### src/rtl/estacao_reserva_r_if.sv
// Bundled issue, common-data-bus and functional-unit signals of the reservation station.
// The bench drives through the master modport and the station implements the slave modport.
interface estacao_reserva_r_if;
    logic        Issue_valid;
    logic [2:0]  Issue_op;
    logic [15:0] Issue_Vj;
    logic [15:0] Issue_Vk;
    logic [2:0]  Issue_Qj;
    logic [2:0]  Issue_Qk;
    logic        Issue_ready;
    logic [2:0]  Issue_tag;
    logic        CDB_valid;
    logic [2:0]  CDB_tag;
    logic [15:0] CDB_data;
    logic        Ready_to_uf;
    logic [15:0] A;
    logic [15:0] B;
    logic [2:0]  Ufop;
    logic        Clear_uf;
    logic        UF_Done;
    logic [2:0]  Exec_tag;
    logic        Timeout_err;

    modport master (
        output Issue_valid, Issue_op, Issue_Vj, Issue_Vk, Issue_Qj, Issue_Qk,
        output CDB_valid, CDB_tag, CDB_data, UF_Done,
        input  Issue_ready, Issue_tag, Ready_to_uf, A, B, Ufop, Clear_uf, Exec_tag, Timeout_err
    );

    modport slave (
        input  Issue_valid, Issue_op, Issue_Vj, Issue_Vk, Issue_Qj, Issue_Qk,
        input  CDB_valid, CDB_tag, CDB_data, UF_Done,
        output Issue_ready, Issue_tag, Ready_to_uf, A, B, Ufop, Clear_uf, Exec_tag, Timeout_err
    );
endinterface

### src/rtl/estacao_reserva_r.sv
// Tomasulo-style reservation station: entries wait for operands on the CDB, then one
// ready entry at a time is dispatched to the functional unit with a completion timeout.
module estacao_reserva_r #(
    parameter int         NUM_ENTRIES = 2,
    parameter logic [2:0] TAG_BASE    = 3'd1,
    parameter int         TIMEOUT     = 8
) (
    input  logic               Clock,
    input  logic               Reset,
    estacao_reserva_r_if.slave bus
);
    localparam int IW = (NUM_ENTRIES > 1) ? $clog2(NUM_ENTRIES) : 1;
    localparam int CW = $clog2(TIMEOUT + 1);
    localparam logic [CW-1:0] LAST_CNT = CW'(TIMEOUT - 1);

    typedef enum logic [1:0] {S_IDLE, S_EXEC, S_CLEAR} state_t;

    logic [NUM_ENTRIES-1:0] r_busy;
    logic [2:0]             r_op [NUM_ENTRIES];
    logic [15:0]            r_vj [NUM_ENTRIES];
    logic [15:0]            r_vk [NUM_ENTRIES];
    logic [2:0]             r_qj [NUM_ENTRIES];
    logic [2:0]             r_qk [NUM_ENTRIES];

    state_t        r_state;
    logic [CW-1:0] r_count;
    logic [IW-1:0] r_exec_idx;
    logic          r_ready_to_uf;
    logic          r_clear_uf;
    logic          r_timeout_err;
    logic [15:0]   r_a;
    logic [15:0]   r_b;
    logic [2:0]    r_ufop;
    logic [2:0]    r_exec_tag;

    logic [NUM_ENTRIES-1:0] w_entry_ready;
    logic                   w_free_any;
    logic                   w_rdy_any;
    logic [IW-1:0]          w_free_idx;
    logic [IW-1:0]          w_rdy_idx;
    logic                   w_issue_accept;
    logic                   w_bypass_j;
    logic                   w_bypass_k;
    logic                   w_exec_done;

    genvar gi;
    generate
        for (gi = 0; gi < NUM_ENTRIES; gi++) begin : g_ready
            assign w_entry_ready[gi] = r_busy[gi] && (r_qj[gi] == 3'd0) && (r_qk[gi] == 3'd0);
        end
    endgenerate

    // Descending scan leaves the lowest matching index in each encoder.
    always_comb begin
        w_free_any = 1'b0;
        w_free_idx = '0;
        w_rdy_any  = 1'b0;
        w_rdy_idx  = '0;
        for (int i = NUM_ENTRIES - 1; i >= 0; i--) begin
            if (!r_busy[i]) begin
                w_free_any = 1'b1;
                w_free_idx = IW'(i);
            end
            if (w_entry_ready[i]) begin
                w_rdy_any = 1'b1;
                w_rdy_idx = IW'(i);
            end
        end
    end

    // Only opcodes 010, 011, 110 and 111 are legal; they share bit 1 set.
    assign w_issue_accept = bus.Issue_valid && w_free_any && bus.Issue_op[1];
    assign w_bypass_j     = bus.CDB_valid && (bus.Issue_Qj != 3'd0) && (bus.CDB_tag == bus.Issue_Qj);
    assign w_bypass_k     = bus.CDB_valid && (bus.Issue_Qk != 3'd0) && (bus.CDB_tag == bus.Issue_Qk);
    assign w_exec_done    = (r_state == S_EXEC) && (bus.UF_Done || (r_count == LAST_CNT));

    always_ff @(posedge Clock) begin
        if (Reset) begin
            for (int i = 0; i < NUM_ENTRIES; i++) begin
                r_busy[i] <= 1'b0;
                r_op[i]   <= 3'd0;
                r_vj[i]   <= 16'd0;
                r_vk[i]   <= 16'd0;
                r_qj[i]   <= 3'd0;
                r_qk[i]   <= 3'd0;
            end
        end else begin
            for (int i = 0; i < NUM_ENTRIES; i++) begin
                if (w_issue_accept && (w_free_idx == IW'(i))) begin
                    r_busy[i] <= 1'b1;
                    r_op[i]   <= bus.Issue_op;
                    r_vj[i]   <= w_bypass_j ? bus.CDB_data : bus.Issue_Vj;
                    r_qj[i]   <= w_bypass_j ? 3'd0 : bus.Issue_Qj;
                    r_vk[i]   <= w_bypass_k ? bus.CDB_data : bus.Issue_Vk;
                    r_qk[i]   <= w_bypass_k ? 3'd0 : bus.Issue_Qk;
                end else begin
                    if (w_exec_done && (r_exec_idx == IW'(i)))
                        r_busy[i] <= 1'b0;
                    if (r_busy[i] && bus.CDB_valid && (r_qj[i] != 3'd0) && (r_qj[i] == bus.CDB_tag)) begin
                        r_vj[i] <= bus.CDB_data;
                        r_qj[i] <= 3'd0;
                    end
                    if (r_busy[i] && bus.CDB_valid && (r_qk[i] != 3'd0) && (r_qk[i] == bus.CDB_tag)) begin
                        r_vk[i] <= bus.CDB_data;
                        r_qk[i] <= 3'd0;
                    end
                end
            end
        end
    end

    always_ff @(posedge Clock) begin
        if (Reset) begin
            r_state       <= S_IDLE;
            r_count       <= '0;
            r_exec_idx    <= '0;
            r_ready_to_uf <= 1'b0;
            r_clear_uf    <= 1'b0;
            r_timeout_err <= 1'b0;
            r_a           <= 16'd0;
            r_b           <= 16'd0;
            r_ufop        <= 3'd0;
            r_exec_tag    <= 3'd0;
        end else begin
            r_clear_uf    <= 1'b0;
            r_timeout_err <= 1'b0;
            case (r_state)
                S_IDLE: begin
                    if (w_rdy_any) begin
                        r_exec_idx    <= w_rdy_idx;
                        r_a           <= r_vj[w_rdy_idx];
                        r_b           <= r_vk[w_rdy_idx];
                        r_ufop        <= r_op[w_rdy_idx];
                        r_exec_tag    <= TAG_BASE + 3'(w_rdy_idx);
                        r_ready_to_uf <= 1'b1;
                        r_count       <= '0;
                        r_state       <= S_EXEC;
                    end
                end
                S_EXEC: begin
                    if (w_exec_done) begin
                        r_ready_to_uf <= 1'b0;
                        r_clear_uf    <= 1'b1;
                        r_exec_tag    <= 3'd0;
                        r_timeout_err <= !bus.UF_Done;
                        r_state       <= S_CLEAR;
                    end else begin
                        r_count <= r_count + CW'(1);
                    end
                end
                S_CLEAR: r_state <= S_IDLE;
                default: r_state <= S_IDLE;
            endcase
        end
    end

    assign bus.Issue_ready = w_free_any;
    assign bus.Issue_tag   = w_free_any ? (TAG_BASE + 3'(w_free_idx)) : 3'd0;
    assign bus.Ready_to_uf = r_ready_to_uf;
    assign bus.A           = r_a;
    assign bus.B           = r_b;
    assign bus.Ufop        = r_ufop;
    assign bus.Clear_uf    = r_clear_uf;
    assign bus.Exec_tag    = r_exec_tag;
    assign bus.Timeout_err = r_timeout_err;
endmodule
### src/flat_wrapper.sv
// flat-port wrapper written by rule: the top's interface ports become plain ports
module estacao_reserva_r_flat 
#(
    parameter int         NUM_ENTRIES = 2,
    parameter logic [2:0] TAG_BASE    = 3'd1,
    parameter int         TIMEOUT     = 8
)
  (Clock, Reset, bus_Issue_valid, bus_Issue_op, bus_Issue_Vj, bus_Issue_Vk, bus_Issue_Qj, bus_Issue_Qk, bus_CDB_valid, bus_CDB_tag, bus_CDB_data, bus_UF_Done, bus_Issue_ready, bus_Issue_tag, bus_Ready_to_uf, bus_A, bus_B, bus_Ufop, bus_Clear_uf, bus_Exec_tag, bus_Timeout_err);
  estacao_reserva_r_if bus_i ();
  input  logic Clock;
  input  logic Reset;
  input wire logic [$bits(bus_i.Issue_valid)-1:0] bus_Issue_valid;
  input wire logic [$bits(bus_i.Issue_op)-1:0] bus_Issue_op;
  input wire logic [$bits(bus_i.Issue_Vj)-1:0] bus_Issue_Vj;
  input wire logic [$bits(bus_i.Issue_Vk)-1:0] bus_Issue_Vk;
  input wire logic [$bits(bus_i.Issue_Qj)-1:0] bus_Issue_Qj;
  input wire logic [$bits(bus_i.Issue_Qk)-1:0] bus_Issue_Qk;
  input wire logic [$bits(bus_i.CDB_valid)-1:0] bus_CDB_valid;
  input wire logic [$bits(bus_i.CDB_tag)-1:0] bus_CDB_tag;
  input wire logic [$bits(bus_i.CDB_data)-1:0] bus_CDB_data;
  input wire logic [$bits(bus_i.UF_Done)-1:0] bus_UF_Done;
  output wire logic [$bits(bus_i.Issue_ready)-1:0] bus_Issue_ready;
  output wire logic [$bits(bus_i.Issue_tag)-1:0] bus_Issue_tag;
  output wire logic [$bits(bus_i.Ready_to_uf)-1:0] bus_Ready_to_uf;
  output wire logic [$bits(bus_i.A)-1:0] bus_A;
  output wire logic [$bits(bus_i.B)-1:0] bus_B;
  output wire logic [$bits(bus_i.Ufop)-1:0] bus_Ufop;
  output wire logic [$bits(bus_i.Clear_uf)-1:0] bus_Clear_uf;
  output wire logic [$bits(bus_i.Exec_tag)-1:0] bus_Exec_tag;
  output wire logic [$bits(bus_i.Timeout_err)-1:0] bus_Timeout_err;
  assign bus_i.Issue_valid = bus_Issue_valid;
  assign bus_i.Issue_op = bus_Issue_op;
  assign bus_i.Issue_Vj = bus_Issue_Vj;
  assign bus_i.Issue_Vk = bus_Issue_Vk;
  assign bus_i.Issue_Qj = bus_Issue_Qj;
  assign bus_i.Issue_Qk = bus_Issue_Qk;
  assign bus_i.CDB_valid = bus_CDB_valid;
  assign bus_i.CDB_tag = bus_CDB_tag;
  assign bus_i.CDB_data = bus_CDB_data;
  assign bus_i.UF_Done = bus_UF_Done;
  assign bus_Issue_ready = bus_i.Issue_ready;
  assign bus_Issue_tag = bus_i.Issue_tag;
  assign bus_Ready_to_uf = bus_i.Ready_to_uf;
  assign bus_A = bus_i.A;
  assign bus_B = bus_i.B;
  assign bus_Ufop = bus_i.Ufop;
  assign bus_Clear_uf = bus_i.Clear_uf;
  assign bus_Exec_tag = bus_i.Exec_tag;
  assign bus_Timeout_err = bus_i.Timeout_err;
  estacao_reserva_r #(.NUM_ENTRIES(NUM_ENTRIES), .TAG_BASE(TAG_BASE), .TIMEOUT(TIMEOUT)) u_core (.Clock(Clock), .Reset(Reset), .bus(bus_i));
endmodule
### config.mk
export PLATFORM = sky130hd
export DESIGN_NAME = estacao_reserva_r_flat
export DESIGN_NICKNAME = d
export VERILOG_FILES = /design/src/rtl/estacao_reserva_r_if.sv /design/src/rtl/estacao_reserva_r.sv /design/src/flat_wrapper.sv
export SDC_FILE = /design/constraint.sdc
export NUM_CORES = 1
export LEC_CHECK = 0
export ABC_AREA = 1
export ABC_CLOCK_PERIOD_IN_PS = 2100
export BUFFER_PORTS_ARGS = -buffer_cell sky130_fd_sc_hd__buf_4
export CORE_MARGIN = 4
export CORE_UTILIZATION = 52
export DETAILED_ROUTE_END_ITERATION = 12
export PLACE_DENSITY = 0.88
export SETUP_SLACK_MARGIN = 0.1
export SYNTH_ARGS = -nofsm -noshare
export SYNTH_HDL_FRONTEND = slang
export SYNTH_SLANG_ARGS = --single-unit
### constraint.sdc
create_clock -name Clock -period 2.1 [get_ports Clock]
set_clock_uncertainty 0.05 [all_clocks]
set_input_delay 0.105 -clock Clock [delete_from_list [all_inputs] [get_ports Clock]]
set_output_delay 0.105 -clock Clock [all_outputs]
set_load 0.03 [all_outputs]
==> flow_metrics.tcl, run 1 <==
set metrics [dict create \
    critical_path_arrival_ps 2110 \
    worst_slew_pin_slew_ps 538 \
    syn_to_final_growth_pct 24.0 \
    routedWlPerCell_um 16.9 \
    route.detailed.drc 0 \
    vias_per_cell 5.58 \
    synth.cell_area_mm2 0.00708 \
    synth_cell_types 42 \
    place_hpwl_um 13700 \
    preCtsSetupSlack_ps 207 \
    dieArea_mm2 0.0155 \
    antenna_found_initial 0 \
    status "complete, no violations" \
    total_power_w 0.00660 \
    grt_max_degree 43 \
    drt_iter0_drc 831 \
    grt_pass1_wl_um 32900 \
    io-pin-count 110 \
    finalSetupTns_ps 0 \
    worstPathRequired_ps 2370 \
    start_util 0.533 \
    port_buffers 107 \
    drt.antenna.violating_nets 0 \
    synth_warnings 0 \
    synth_top_area_cell "edfxtp_1" \
    hold_violations 0 \
    max_slew_margin 0.641 \
    synth_edf_count 76 \
    drtPass1Iterations 6 \
    period_minus_slack_ps 1850 \
    yosys-top-cells-area "edfxtp_1 32%, nand2_1 19%, dfxtp_1 16%" \
    syn_inst 885 \
    rows 42 \
    cts_root_buf "clkbuf_16" \
    dieWidth_um 125 \
    gp_congestion 0.884 \
    yosysTopAreaCellShare 0.322 \
    grt_usage 0.258 \
    worst_setup_path_end_kind "flop" \
    cts_made_buffers 17 \
    grt_pass1_vias 6229 \
    core_area_mm2 0.0133 \
    post_synth.cell_area_avg_um2 8.00 \
    die_h_um 125 \
    num_vias 6648 \
    setup_viol 0 \
    fmax_mhz 541 \
    cts_tree "done" \
    fin_nets 1069 \
    rsz0062_at_grt "false" \
    synth-seq-cells 131 \
    power_leakage_nw 4.21 \
    clock_sinks 131 \
    cp_max_fo 37 \
    min_path_type "in -> reg" \
    grt_remaining_overflow 0 \
    synth_ff_type "edfxtp_1" \
    worstSetupStartpointType "flop" \
    synth-seq-area-share 0.478 \
    slew_viol_final 0 \
    finalCritPeriodShare 0.880 \
    utilization 0.660 \
    irDropWorstVdd_v 0.000632 \
    routed_wirelength_um 20100 \
    p_per_area_mw_per_mm2 752 \
    max_cap_violations 0 \
    yosys-top-cells-count "357 x nand2_1, 90 x nand3_1, 76 x edfxtp_1" \
    critPathKind "reg -> reg" \
    num_antenna_cells 0 \
    clockBufferDepth 2 \
    clk_latency_ps 420 \
    synth.most_common_cell "nand2_1" \
    drive_gt1_frac 0.221 \
    cts_setup_buffers 0 \
    ctsHtreeMaxLevel 4 \
    synthArstFlopShare 0 \
    clk_pin_slew_worst_paths_ps 60 \
    worst_slack_ps 252 \
]
routing by layer:
| metal | global-route usage | up-vias | wire (um) | share of wire |
|---|---|---|---|---|
| li1 | - | 3169 | - | - |
| met1 | 0.368 | 2984 | 8630 | 0.43 |
| met2 | 0.376 | 448 | 8670 | 0.43 |
| met3 | 0.0836 | 47 | 2430 | 0.12 |
| met4 | 0.0761 | 0 | 414 | 0.021 |
| met5 | 0 | - | 0 | 0 |
logic make-up after synthesis:
kind of cell,after synthesis,synth area share
other,1,0.000530
adder cells (fa/ha/maj),1,0.00177
flip-flops,131,0.478
AND/OR/NAND/NOR,580,0.380
XOR/XNOR,9,0.0111
AO/OA/AOI/OAI,51,0.0456
buffers and inverters,112,0.0829
state kept, by name (all words and copies together) (netlist names), 4 cells and up:
name / count
u_core.r_vj: 32
u_core.r_vk: 32
u_core.bus.A: 16
u_core.bus.B: 16
u_core.r_op: 6
u_core.r_qj: 6
u_core.r_qk: 6
u_core.r_count: 4
critical path, cell delays in order, from the launching register on:
cell and delay (ps):
dfxtp_1 330, inv_1 60, nand2_1 40, nor2_1 270, and2_1 260, buf_6 290, o21ai_1 230, nand3_1 140
nand2_1 60
final cells by class:
cell class              instances  area [um2]
clock inverters                10        67.6
flip-flops and latches        131        3380
fillers                      1020        4520
multi-input cells             643        3140
repair buffers                150        1220
clock buffers                  22         508
well taps                     176         220
inverters                      60         238
metrics by stage:
stage	hold WS [ps]	instances	area [um2]
3_3_place_gp	317	1135	7920
2_1_floorplan	203	886	7090
6_report	7.41	1192	8780
5_1_grt	5.89	1192	8780
3_5_place_dp	331	1135	7920
4_1_cts	3.17	1192	8750
final timing paths:
path,from,slack [ps],depth (start not counted),to
setup / recovery,u_core.r_qk[1][2],250,8,u_core.bus.Ufop[2]
hold / removal,bus_Issue_op[0],7,3,u_core.r_op[0][0]
setup reg to reg,u_core.r_qk[1][2],250,8,u_core.bus.Ufop[2]
hold reg to reg,u_core.bus.A[6],430,2,u_core.bus.A[6]
cells in the final DEF (no fill, tap or decap), types with 2 or more instances in the layout:
master         Yosys  layout
nand2_1          357     357
buf_4             10     120
nand3_1           90      88
edfxtp_1          76      76
nand4_1           68      68
dfxtp_1           55      54
inv_1             45      45
nor2_1            25      25
dlygate4sd3_1      0      25
clkbuf_16          0      20
o21ai_1           18      18
nand2_2           14      13
inv_2             12      11
o21ai_0           11      11
o21ai_2           10      10
nor2_2             6       6
a21oi_1            6       6
xor2_1             5       5
nand2_4            4       5
inv_4              2       5
nor2_4             4       4
xnor2_1            4       4
clkinv_2           0       4
nand3_4            2       3
a21oi_2            3       3
nor2_8             3       3
clkinv_4           0       3
buf_6             10       3
nand3_2            1       2
inv_6              1       2
conb_1             1       2
clkbuf_1           7       2
buf_12             1       2
power breakdown:
group	internal (W)	total, W	leakage, nW	switching (W)
Combinational	0.000296	0.000838	2.68	0.000542
Sequential	0.00286	0.00292	1.24	0.0000578
Clock	0.00172	0.00285	0.290	0.00113
Total	0.00488	0.00660	4.21	0.00173
repair_timing:
| item | in CTS | in global routing |
|---|---|---|
| gates resized for setup | 0 | 8 |
| setup endpoints to repair | 0 | 67 |
| hold buffers | 25 | 0 |
| hold endpoints to repair | 41 | 0 |
Power figures use the tool's default switching activity.
==> inputs of run 2 (changes only) <==
--- a/config.mk
+++ b/config.mk
@@ -12,2 +12,3 @@
 export CORE_UTILIZATION = 52
+export CTS_BUF_LIST = sky130_fd_sc_hd__clkbuf_16
 export DETAILED_ROUTE_END_ITERATION = 12
==> constraint.sdc (replaced) <==
create_clock -name Clock -period 2.1 [get_ports Clock]
set_clock_uncertainty 0.05 [all_clocks]
set_input_delay 0.63 -clock Clock [delete_from_list [all_inputs] [get_ports Clock]]
set_output_delay 0.63 -clock Clock [all_outputs]
set_load 0.03 [all_outputs]
==> run 2 against run 1 <==
Against the previous run: cell area decreased by 1.2%; global-route usage decreased by 0.31 points; sequential power about the same; combinational power decreased by 2%; critical endpoint is now bus_Issue_tag[1]; critical path depth decreased by 5; cell count decreased by 1.2%; die area unchanged; largest cell class unchanged; via count increased by 0.45%; highest routed layer unchanged.
==> flow_metrics.tcl, run 2 (synthesis gave the netlist of run 1 again) <==
set metrics [dict create \
    irDropWorstVdd_v 0.000667 \
    place_inst 1146 \
    max_cap_violations 0 \
    p_per_area_mw_per_mm2 769 \
    clockBufferDepth 2 \
    utilization 0.652 \
    fin_nets 1055 \
    gp_congestion 0.943 \
    grt_usage 0.255 \
    period_minus_slack_ps 1910 \
    mostFrequentLayoutCells "357 x nand2_1, 130 x buf_4, 88 x nand3_1, 76 x edfxtp_1, 68 x nand4_1" \
    swShare 0.252 \
    slew_viol_final 0 \
    syn_to_final_growth_pct 22.5 \
    die_h_um 125 \
    grt_pass1_wl_um 32400 \
    fmax_mhz 525 \
    routedWlPerCell_um 16.9 \
    worstPathRequired_ps 1420 \
    start_util 0.533 \
    hold_violations 0 \
    port_buffers 107 \
    met1_usage 0.352 \
    cp_max_fo 5 \
    clk_pin_slew_worst_paths_ps 60 \
    worst_setup_path_end_kind "output port" \
    cts_root_buf "clkbuf_16" \
    power_leakage_nw 4.19 \
    reg_top3 "u_core.r_vj: 32 flops, u_core.r_vk: 32 flops" \
    num_antenna_cells 0 \
    cts_tree "done" \
    route.detailed.drc 0 \
    ctsHtreeMaxLevel 4 \
    worstSetupStartpointType "flop" \
    final_common_cell "nand2_1" \
    total_power_w 0.00667 \
    dieArea_mm2 0.0155 \
    critical_path_arrival_ps 1230 \
    clock_power_share 0.438 \
    num_vias 6678 \
    p_switching_w 0.00168 \
    grt_max_degree 43 \
    antenna_found_initial 0 \
    critPathKind "reg -> out" \
    vias_per_cell 5.67 \
    grt_use_met2 0.393 \
    clk_latency_ps 420 \
    seq_power_share 0.439 \
    min_path_type "reg -> reg" \
    setup_viol 0 \
    routed_wirelength_um 19900 \
    intPower_w 0.00499 \
    finalNonFillerCells 1178 \
    combPwrFrac 0.123 \
    place_hpwl_um 14000 \
    drtPass1Iterations 6 \
    drive_gt1_frac 0.235 \
    core_area_mm2 0.0133 \
    io-pin-count 110 \
    drt_iter0_drc 972 \
    clock_sinks 131 \
    worst_slack_ps 194 \
    dieWidth_um 125 \
    grt_pass1_vias 6208 \
    preCtsSetupSlack_ps -5.60 \
    drt.antenna.violating_nets 0 \
    finalCritPeriodShare 0.908 \
    grt_remaining_overflow 0 \
    cts_made_buffers 17 \
    rows 42 \
    use_met3 0.0669 \
    status "complete, no violations" \
    top_usage_layer "met2" \
    rsz0062_at_grt "false" \
]
[run 2: changes by cell type in the layout (fill, tap and decap cells not counted), sizes merged]
cell	previous run	this run
buf	125	136
clkinv	7	6
dlygate4sd3	25	0
inv	63	64
[run 2: final timing paths]
path	slack [ps]	from	cells past startpoint	to
hold / removal	430	u_core.bus.Ufop[2]	2	u_core.bus.Ufop[2]
setup / recovery	190	u_core.r_busy[0]	3	bus_Issue_tag[1]
setup reg to reg	250	u_core.r_qk[0][0]	6	u_core.r_vk[0][3]
hold reg to reg	430	u_core.bus.Ufop[2]	2	u_core.bus.Ufop[2]
[run 2: power groups by stage]
stage | registers, W | logic [W] | clock network, W
after floorplan | 0.00298 | 0.000475 | 0
after global placement | 0.00297 | 0.000775 | 0
after CTS | 0.00292 | 0.000807 | 0.00292
final | 0.00293 | 0.000823 | 0.00292
after detailed placement | 0.00297 | 0.000793 | 0
after global routing | 0.00293 | 0.000896 | 0.00302
[run 2: per-stage QoR]
stage / hold slack, ps / cell area, um2 / TNS (ps)
after floorplan: 393 / 7120 / 0
after global placement: 414 / 8060 / 0
after detailed placement: 417 / 8060 / -5.60
after CTS: 427 / 8660 / 0
after global routing: 450 / 8670 / 0
final: 426 / 8670 / 0
[run 2: critical path, stage by stage, from the launching register on]
cell and delay (ps):
dfxtp_1 430, inv_2 90, nor2_4 110, buf_4 170
[run 2: what timing repair did]
item	in CTS	in global routing
endpoints found under the setup margin	0	10
gates resized for setup	0	3
buffers inserted	0	0
hold buffers	0	0
[run 2: metal layers]
layer	vias to the layer above	part of all wire
met1	3001	0.40
met5	-	0
met3	46	0.13
met2	478	0.45
li1	3153	-
met4	0	0.026
[run 2: area by class of cell]
class	count	area [um2]
Clock buffer	22	551
Clock inverter	10	47.5
Fill cell	1003	4620
Inverter	60	235
Multi-Input combinational cell	643	3150
Sequential cell	131	3380
Tap cell	176	220
Timing Repair Buffer	136	1090
==> inputs of run 3 (changes only) <==
--- a/config.mk
+++ b/config.mk
@@ -15,2 +15,3 @@
 export PLACE_DENSITY = 0.88
+export REMOVE_ABC_BUFFERS = 1
 export SETUP_SLACK_MARGIN = 0.1
--- a/constraint.sdc
+++ b/constraint.sdc
@@ -4,2 +4,2 @@
 set_output_delay 0.63 -clock Clock [all_outputs]
-set_load 0.03 [all_outputs]
+set_load 0.005 [all_outputs]
==> run 3 against run 2 <==
Against the previous run: via count is 4.2% higher; sequential share of layout area down 0.63 points; power increased by 4.2%; wire length grew 8.5%; critical path depth is 5 higher; worst setup slack lost 2.9 ps; die area stayed put; cell area increased by 1.6%; fmax shrank 0.15%; flip-flop and latch count stayed put; largest cell class unchanged; largest power group is now the clock network; highest routed layer unchanged.
==> flow_metrics.tcl, run 3 (synthesis gave the netlist of run 1 again) <==
set metrics [dict create \
    routedWlPerCell_um 18.0 \
    grt_max_degree 39 \
    place_area_mm2 0.00817 \
    grt_pass1_wl_um 34300 \
    vias_per_cell 5.83 \
    place_hpwl_um 14400 \
    cts_tree "done" \
    fillCellCount 1066 \
    grt_pass1_vias 6787 \
    grt_remaining_overflow 0 \
    ctsHtreeMaxLevel 4 \
    fin_nets 1071 \
    hold_path_startpoint "bus_UF_Done" \
    fmax_mhz 524 \
    clock_sinks 131 \
    power_leakage_nw 4.25 \
    drt_iter0_drc 806 \
    p_per_area_mw_per_mm2 788 \
    r2r_setup_slack_ps 190 \
    port_buffers 107 \
    use_met3 0.0592 \
    cp_cell_sequence "nor2_1 -> nand3_1 -> nor2_2 -> nand2_2 -> a21oi_4 -> buf_4 -> nand2_1 -> nand2_1" \
    whs_path_depth 4 \
    die_h_um 125 \
    final_area_mm2 0.00881 \
    hold_end "u_core.bus.Timeout_err" \
    syn_to_final_growth_pct 24.5 \
    route.detailed.drc 0 \
    met1_usage 0.334 \
    drt.antenna.violating_nets 0 \
    mostFrequentLayoutCells "357 x nand2_1, 145 x buf_4, 90 x nand3_1, 76 x edfxtp_1, 68 x nand4_1" \
    cp_max_fo 12 \
    min_path_type "in -> reg" \
    num_vias 6961 \
    cp_common_cell "nand2_1" \
    num_antenna_cells 0 \
    finalSetupTns_ps 0 \
    dieArea_mm2 0.0155 \
    cts_root_buf "clkbuf_16" \
    rows 42 \
    critical_path_arrival_ps 2220 \
    r2r_cells 8 \
    core_area_mm2 0.0133 \
    setup_viol 0 \
    ctsHoldBuffers 0 \
    grt_use_met2 0.461 \
    timing.rr.start "u_core.r_qj[0][2]" \
    clk_pin_slew_worst_paths_ps 60 \
    antenna_found_initial 0 \
    drive_gt1_frac 0.244 \
    reg_top3 "u_core.r_vj: 32 flops, u_core.r_vk: 32 flops" \
    grt_usage 0.275 \
    gp_congestion 0.927 \
    final_common_cell "nand2_1" \
    rsz0062_at_grt "true" \
    worst_setup_path_end_kind "flop" \
    max_slew_margin 0.643 \
    finalCritPeriodShare 0.909 \
    clk_latency_ps 420 \
    slowest_stage "edfxtp_1" \
    cts_made_buffers 17 \
    slew_viol_final 0 \
    worstPathRequired_ps 2410 \
    top_usage_layer "met2" \
    max_cap_violations 0 \
    worstSetupStartpointType "flop" \
    clockBufferDepth 2 \
    r2r-end "u_core.bus.A[4]" \
    routed_wirelength_um 21500 \
    irDropWorstVdd_v 0.000580 \
    period_minus_slack_ps 1910 \
    status "complete, no violations" \
    start_util 0.533 \
    hold_violations 0 \
    io-pin-count 110 \
    worst_slew_pin_slew_ps 531 \
    drtPass1Iterations 9 \
    max_stage_delay_ps 430 \
    critPathKind "reg -> reg" \
    dieWidth_um 125 \
]
run 3: cell types whose count changed in the layout (fill, tap and decap cells not counted), moves of 2 or more:
cell	delta
nand3_1	+2
clkinvlp_4	+3
clkinv_2	-3
clkbuf_16	-5
nand3_4	-2
buf_4	+15
clkinv_4	+2
bufinv_16	+5
inv_1	-2
run 3: where the power goes:
part	switching (W)	internal (W)
combinational	0.000518	0.000298
sequential	0.0000544	0.00286
clock	0.00112	0.00209
total	0.00170	0.00525
run 3: what timing repair did:
item                                    CTS  global route
setup buffers                             0             0
endpoints found under the setup margin    0            13
resized for setup                         0             1
run 3: worst max-delay path by stage:
| stage | from | end | slack [ps] | cells after the start |
|---|---|---|---|---|
| finish | u_core.r_qj[0][2] | u_core.bus.A[4] | 190 | 8 |
| CTS | u_core.r_busy[1] | u_core.bus.B[2] | 140 | 7 |
| global placement | bus_CDB_tag[2] | u_core.r_vk[0][2] | 140 | 6 |
| detailed placement | bus_Issue_op[1] | u_core.r_vk[0][3] | 80 | 10 |
| global route | u_core.r_qj[0][2] | u_core.bus.A[0] | 60 | 10 |
| floorplan | u_core.r_busy[1] | u_core.bus.A[0] | -300 | 6 |
run 3: final cells by class:
type	instances	area (um2)	share of cell area
clock inverter	15	215	0.0244
clock buffer	17	425	0.0483
sequential	131	3380	0.384
tap	176	220	0.0250
inverter	60	235	0.0267
timing repair buffer	152	1220	0.138
multi-input combinational	643	3110	0.353
run 3: critical path, delay by kind of cell, from the launching register on:
| family | cells | cell delay (ps) |
|---|---|---|
| simple gates | 6 | 920 |
| compound gates | 1 | 240 |
| flops | 1 | 430 |
| buf+inv | 1 | 220 |
run 3: routing by layer:
| layer | vias up | wire [um] |
|---|---|---|
| li1 | 3186 | - |
| met1 | 3169 | 7710 |
| met2 | 504 | 10500 |
| met3 | 102 | 2450 |
| met4 | 0 | 934 |
| met5 | - | 0 |
run 3: stage by stage:
stage / total power (W) / hold WS, ps / setup WS (ps) / util / instances
6_report: 0.00695 / 420 / 191 / 0.663 / 1194
5_1_grt: 0.00714 / 430 / 59.8 / 0.663 / 1194
4_1_cts: 0.00693 / 413 / 138 / 0.663 / 1194
3_5_place_dp: 0.00375 / 410 / 81.3 / 0.614 / 1162
3_3_place_gp: 0.00373 / 412 / 140 / 0.614 / 1162
2_1_floorplan: 0.00336 / 395 / -301 / - / 834
